**src/rtl/instruction_fetch_pkg.sv**
```systemverilog
// rtl/instruction_fetch_pkg.sv - shared instruction format definitions for the lab CPU front end
package instruction_fetch_pkg;

    localparam int FETCH_ADDR_WIDTH = 16;
    localparam int FETCH_INSN_WIDTH = 28;
    localparam int OPCODE_MSB       = 27;
    localparam int OPCODE_LSB       = 24;
    localparam int OPERAND_WIDTH    = 24;

    function automatic logic [OPCODE_MSB-OPCODE_LSB:0] insn_opcode(
        input logic [FETCH_INSN_WIDTH-1:0] insn
    );
        return insn[OPCODE_MSB:OPCODE_LSB];
    endfunction

    function automatic logic [OPERAND_WIDTH-1:0] insn_operand(
        input logic [FETCH_INSN_WIDTH-1:0] insn
    );
        return insn[OPERAND_WIDTH-1:0];
    endfunction

endpackage

```
**src/rtl/instruction_fetch_queue.sv**
```systemverilog
// rtl/instruction_fetch_queue.sv - 2-entry {pc, insn} FIFO with push/pop/flush
module fetch_queue
    import instruction_fetch_pkg::*;
#(
    parameter int ADDR_WIDTH = FETCH_ADDR_WIDTH,
    parameter int INSN_WIDTH = FETCH_INSN_WIDTH
) (
    input  logic                  Clock,
    input  logic                  Reset,
    input  logic                  push,
    input  logic                  pop,
    input  logic                  flush,
    input  logic [ADDR_WIDTH-1:0] push_pc,
    input  logic [INSN_WIDTH-1:0] push_insn,
    output logic [1:0]            count,
    output logic [ADDR_WIDTH-1:0] head_pc,
    output logic [INSN_WIDTH-1:0] head_insn
);

    logic [ADDR_WIDTH-1:0] pc_mem   [2];
    logic [INSN_WIDTH-1:0] insn_mem [2];
    logic                  rd_ptr;
    logic                  wr_ptr;

    // Storage is never cleared; a flush only rewinds the pointers and count.
    always_ff @(posedge Clock) begin
        if (push && !flush && !Reset) begin
            pc_mem[wr_ptr]   <= push_pc;
            insn_mem[wr_ptr] <= push_insn;
        end
    end

    always_ff @(posedge Clock) begin
        if (Reset || flush) begin
            count  <= 2'd0;
            rd_ptr <= 1'b0;
            wr_ptr <= 1'b0;
        end else begin
            if (push) begin
                wr_ptr <= ~wr_ptr;
            end
            if (pop) begin
                rd_ptr <= ~rd_ptr;
            end
            count <= count + {1'b0, push} - {1'b0, pop};
        end
    end

    assign head_pc   = pc_mem[rd_ptr];
    assign head_insn = insn_mem[rd_ptr];

endmodule

```
**src/rtl/instruction_fetch.sv**
```systemverilog
// rtl/instruction_fetch.sv - PC, ROM address and redirect handling in front of the fetch queue
module instruction_fetch
    import instruction_fetch_pkg::*;
#(
    parameter int                  ADDR_WIDTH = FETCH_ADDR_WIDTH,
    parameter int                  INSN_WIDTH = FETCH_INSN_WIDTH,
    parameter logic [ADDR_WIDTH-1:0] RESET_ADDR = '0
) (
    input  logic                  Clock,
    input  logic                  Reset,
    output logic [ADDR_WIDTH-1:0] oAddress,
    input  logic [INSN_WIDTH-1:0] iInstruction,
    output logic [INSN_WIDTH-1:0] oInstruction,
    output logic [ADDR_WIDTH-1:0] oPC,
    output logic                  oValid,
    input  logic                  iReady,
    input  logic                  iRedirect,
    input  logic [ADDR_WIDTH-1:0] iRedirectAddr
);

    logic [ADDR_WIDTH-1:0] pc;
    logic [1:0]            count;
    logic                  pop;
    logic                  push;

    assign oValid = (count != 2'd0);
    assign pop    = oValid && iReady;
    // A pop frees a slot in the same cycle, so a full queue can still accept.
    assign push   = !iRedirect && ((count < 2'd2) || pop);

    always_ff @(posedge Clock) begin
        if (Reset) begin
            pc <= RESET_ADDR;
        end else if (iRedirect) begin
            pc <= iRedirectAddr;
        end else if (push) begin
            pc <= pc + 1'b1;
        end
    end

    assign oAddress = pc;

    fetch_queue #(
        .ADDR_WIDTH (ADDR_WIDTH),
        .INSN_WIDTH (INSN_WIDTH)
    ) u_queue (
        .Clock     (Clock),
        .Reset     (Reset),
        .push      (push),
        .pop       (pop),
        .flush     (iRedirect),
        .push_pc   (pc),
        .push_insn (iInstruction),
        .count     (count),
        .head_pc   (oPC),
        .head_insn (oInstruction)
    );

endmodule

```
**config.mk**
```make
export PLATFORM = sky130hd
export DESIGN_NAME = instruction_fetch
export DESIGN_NICKNAME = d
export VERILOG_FILES = /design/src/rtl/instruction_fetch_pkg.sv /design/src/rtl/instruction_fetch_queue.sv /design/src/rtl/instruction_fetch.sv
export SDC_FILE = /design/constraint.sdc
export NUM_CORES = 1
export LEC_CHECK = 0
export CAP_MARGIN = 30
export CORE_MARGIN = 1.5
export CORE_UTILIZATION = 40
export CTS_CLUSTER_DIAMETER = 50
export CTS_CLUSTER_SIZE = 40
export DETAILED_ROUTE_END_ITERATION = 6
export GPL_TIMING_DRIVEN = 0
export PLACE_DENSITY = 0.68
export SETUP_SLACK_MARGIN = 0.05
export SLEW_MARGIN = 20
export SYNTH_ARGS = -nofsm -noshare
export SYNTH_HDL_FRONTEND = slang
export SYNTH_SLANG_ARGS = --single-unit
```
**constraint.sdc**
```tcl
create_clock -name Clock -period 17.55 [get_ports Clock]
set_input_delay 3.51 -clock Clock [delete_from_list [all_inputs] [get_ports Clock]]
set_output_delay 3.51 -clock Clock [all_outputs]
set_load 0.02 [all_outputs]
```
Word level (Yosys, flattened, before mapping)

Memory sizes are Yosys's and may differ from the RTL's. A register that Yosys moved wholly into a read port is not among the register bits.
Index checks and enable logic that the tools add are counted.

Word-level logic and storage cells: 30
Input port bits: 48
Bits in registers: 20
Memory bits (writable): 88
Memories: 2

Order comparisons: 1
Reductions and logical operators: 10
Multiplexer cells: 8
Add/subtract/negate cells: 3
Bitwise operators: 2

Memory list:

| memory           | words | bits a word | read ports | clocked after Yosys merged registers in | wr ports | RTL line                      | source |
|---|---|---|---|---|---|---|---|
| u_queue.insn_mem | 2     | 28          | 1          | 1                                       | 1        | instruction_fetch_queue.sv:21 | `logic [INSN_WIDTH-1:0] insn_mem [2];` |
| u_queue.pc_mem   | 2     | 16          | 1          | 1                                       | 1        | instruction_fetch_queue.sv:20 | `logic [ADDR_WIDTH-1:0] pc_mem [2];` |

Operator list:

| operator                | number |
|---|---|
| $mux W16                | 2 |
| $add A16 B1 Y16 const B | 1 |
| $mux W1                 | 6 |
| $logic_and A1 B1 Y1     | 4 |
| $reduce_bool A2 Y1      | 2 |
| $add A2 B1 Y2           | 1 |
| $logic_not A1 Y1        | 2 |
| $logic_or A1 B1 Y1      | 2 |
| $lt A2 B2 Y1 const B    | 1 |
| $not A1 Y1              | 2 |
| $sub A2 B1 Y2           | 1 |

Depth between registers and ports, before layout

Depth after elaboration: 8
Depth in mapped cells: 8
Gate-level depth less buffers: 8

Cells and area by module

From an unflattened synthesis, not the netlist that was laid out.

Cells, all modules: 267
Area total of the unflattened synthesis: 4496.8 sq um

By module, submodules not included:

| module            | instances | cells each | area each (sq um) | sequential area each (sq um) |
|---|---|---|---|---|
| fetch_queue       | 1         | 157        | 3594.7            | 2742.6 |
| instruction_fetch | 1         | 110        | 902.1             | 320.3 |

Least setup slack after synthesis

Ideal clock, no wire load.

Path kind: input to register
From: in iRedirect
To: mem u_queue.insn_mem[1][0] (netlist bit) (enable)
Stages: 2
Arrival: 8367 ps
Setup time: 570 ps
Buffers on the path: 1
Path slack: 8613 ps
Path through: clkbuf_1 -> nor4b_1

Longest elaborated chain between the ends: 6

RTL lines:

| what                                | RTL line                                               | source |
|---|---|---|
| start: declaration                  | instruction_fetch.sv:17                                | `input logic iRedirect,` |
| $logic_not A1 Y1 *                  | instruction_fetch_queue.sv:27, instruction_fetch.sv:29 |  |
| $logic_and A1 B1 Y1                 | instruction_fetch.sv:29                                | `assign push = !iRedirect && ((count < 2'd2) \|\| pop);` |
| $logic_and A1 B1 Y1 * (2 in series) | instruction_fetch_queue.sv:27                          | `if (push && !flush && !Reset) begin` |
| $mux W1 *                           | instruction_fetch_queue.sv:27                          |  |
| $mux W1 (implied by the code) *     | instruction_fetch_queue.sv:29                          | `insn_mem[wr_ptr] <= push_insn;` |
| end: declaration                    | instruction_fetch_queue.sv:21                          |  |

Every way passes the cells marked *; elsewhere a longest branch is shown, timed or not.

==> metrics.cfg <==
[placed_design]
portBuffers = 108
finalWeightedCongestion = 0.806
dp_hpwl_um = 6550

[power_and_ir_drop]
power.share.combinational = 0.136
ir_drop_mv = 0.0397
p_switching_mw = 0.120
leakagePower_nw = 1.95
intPower_mw = 0.378
seq_power_share = 0.597
p_per_area_mw_per_mm2 = 86.2
pwr-share-clk = 0.267
switching_share = 0.240

[grt]
gr-total-overflow = 0
grt_pass1_vias = 2739
grt_usage = 0.162
grt_antenna_before_repair = 0
grt_start_max_net_pins = 18
grt_pass1_wl_um = 13900

[worst_setup_path]
r2r_slack_ps = 15350
cp.arrival_ps = 2610
cp-endpoint = oPC[14]
start_kind = flop
r2r_end = u_queue.insn_mem[1][11]
cp-end-kind = primary output
r2r_cells = 5
crit_fanout = 10
worstSetupPathType = flop to primary output
r2r_start = u_queue.count[1]
cp.required_ps = 14040

[clock_network]
numCtsBuffers = 9
cts_tree = done
ctsResizeCount = 0
cts_sinks = 109
cts_root_buffer = clkbuf_8
clockBufferDepth = 2
cts_hold_buf = 0
clk_latency_ps = 360
post_cts_buffers = 0
clk_pin_slew_ps = 100
cts-htree-levels = 3

[drt]
avgViaCountPerCell = 5.07
first_pass_iters = 4
drt_iter0_drc = 123
via_count = 2746
drc = 0
wl_per_cell_um = 16.4
ant_nets = 0
top_layer = met4
wl_met1_um = 3860
wl_met2_um = 4320
finalWirelength_um = 8920
met3_length_um = 592

[cells_and_area]
area_delta_synth_final_pct = 35.4
post_route_cells_drive_above_1_share = 0.207
diodes = 0
nets = 452
fin_util = 0.559

[sta]
worstMarginPinSlew_ps = 680
skew_ps = 10.3
setup_viol = 0
fin_crit_ps = 6120
tns_ps = 0
finalHoldViolations = 0
relSlewSlack = 0.543
fmax_mhz = 163
rsz0062_at_grt = no
final-max-slew-violation-count = 0
period_share = 0.349

[flow_run]
max-cap-violations = 0

[floorplanning]
core_mm2 = 0.0103
fp.dieH_um = 106
ios = 109
dieWidth_um = 106
start_util = 0.413
dieArea_mm2 = 0.0113
rows = 37

[logic_synthesis]
synthArstFlopShare = 0
synth-seq-cells = 109
synth-main-ff-cell = edfxtp_1
yosysUniqueCellTypes = 37
syn-cell-area_mm2 = 0.00426
syn_nets = 317
yosysSeqAreaShare = 0.718
syn_inst = 266
synth_edf_count = 88
yosysWarningCount = 0
avgSynthCellArea_um2 = 16.0

[outcome]
outcome = completed

[min_path]
hold_class = flop to flop

metrics by stage:
stage               setup slack [ps]  power [mW]  std cells  cell area [um^2]  hold WS [ps]
finish                         11430       0.498        542              5780           520
global route                   11230       0.519        542              5780           528
CTS                            11360       0.502        542              5780           523
detailed placement             11520       0.371        526              5610           505
global placement                5130       0.370        510              5520           500
floorplan                       8610       0.334        266              4260           520
worst max-delay path, stage by stage (launching register included):
cell and delay, ps:
dfxtp_1 320, clkbuf_1 400, clkbuf_1 540, mux2_2 410
clkdlybuf4s50_1 570
cells by family after synthesis:
kind of cell | Yosys count | synth area share
compound gates | 24 | 0.0414
flops | 109 | 0.718
buf+inv | 18 | 0.0161
xor+xnor | 12 | 0.0246
fa+ha+maj | 3 | 0.00880
simple gates | 56 | 0.0745
mux | 44 | 0.116
Yosys cell counts, drive strengths merged, types with 4 or more instances:
cell | count | area (um^2)
xnor2 | 5 | 43.8
nand2 | 8 | 30.0
dfxtp | 21 | 420
nand4 | 5 | 46.3
a311oi | 7 | 61.3
xor2 | 7 | 61.3
nand3 | 5 | 25.0
nor3 | 4 | 20.0
a211oi | 7 | 52.6
edfxtp | 88 | 2640
inv | 6 | 22.5
nor2 | 16 | 60.1
clkbuf | 9 | 33.8
mux2 | 44 | 495
registers in the layout, indices dropped and copies added, names as in the netlist, named ones only:
signal,flops
u_queue.count,2
u_queue.wr_ptr,1
oAddress,16
u_queue.insn_mem,56
u_queue.rd_ptr,1
u_queue.pc_mem,32
routing by layer:
layer / vias to the layer above / global-route usage
met5: - / 0
met4: 0 / 0.0695
met3: 11 / 0.0362
met2: 95 / 0.269
met1: 1350 / 0.203
li1: 1290 / -
worst min-delay path by stage:
stage	cells past startpoint	to	startpoint	slack, ps
2_1_floorplan	2	flop	u_queue.rd_ptr	520
3_3_place_gp	0	u_queue.pc_mem[1][15]	oAddress[15]	500
3_5_place_dp	0	u_queue.pc_mem[1][15]	oAddress[15]	510
4_1_cts	0	u_queue.pc_mem[1][15]	oAddress[15]	520
5_1_grt	0	u_queue.pc_mem[1][15]	oAddress[15]	530
6_report	0	u_queue.pc_mem[0][15]	oAddress[15]	520
layout make-up:
class,count,area (um^2)
clock inverter,5,36.3
multi-input combinational,139,1140
buffer,12,46.3
fill,859,4550
inverter,6,22.5
tap,136,170
clock buffer,11,131
timing repair buffer,124,1160
sequential,109,3060
power by group through the flow:
stage / clock network [mW] / registers (mW) / logic [mW]
after floorplan: 0 / 0.305 / 0.0290
final: 0.133 / 0.297 / 0.0678
after global routing: 0.148 / 0.299 / 0.0725
after detailed placement: 0 / 0.303 / 0.0680
after CTS: 0.137 / 0.297 / 0.0683
after global placement: 0 / 0.304 / 0.0652
placed cells by master (no fill, tap or decap), types with 3 or more instances in the layout:
| cell | netlist | final |
|---|---|---|
| clkdlybuf4s50_1 | 0 | 108 |
| edfxtp_1 | 88 | 88 |
| mux2_2 | 44 | 44 |
| dfxtp_1 | 21 | 21 |
| buf_2 | 1 | 17 |
| nor2_1 | 16 | 16 |
| clkbuf_1 | 9 | 11 |
| clkbuf_8 | 0 | 9 |
| nand2_1 | 8 | 8 |
| a311oi_1 | 7 | 7 |
| xor2_1 | 7 | 7 |
| a211oi_1 | 7 | 7 |
| inv_1 | 6 | 6 |
| xnor2_1 | 5 | 5 |
| nand3_1 | 5 | 5 |
| nand4_1 | 4 | 4 |
| nor3_1 | 4 | 4 |
| and2_1 | 3 | 3 |
| o21ai_0 | 3 | 3 |
| ha_1 | 3 | 3 |
Power figures use the tool's default switching activity.
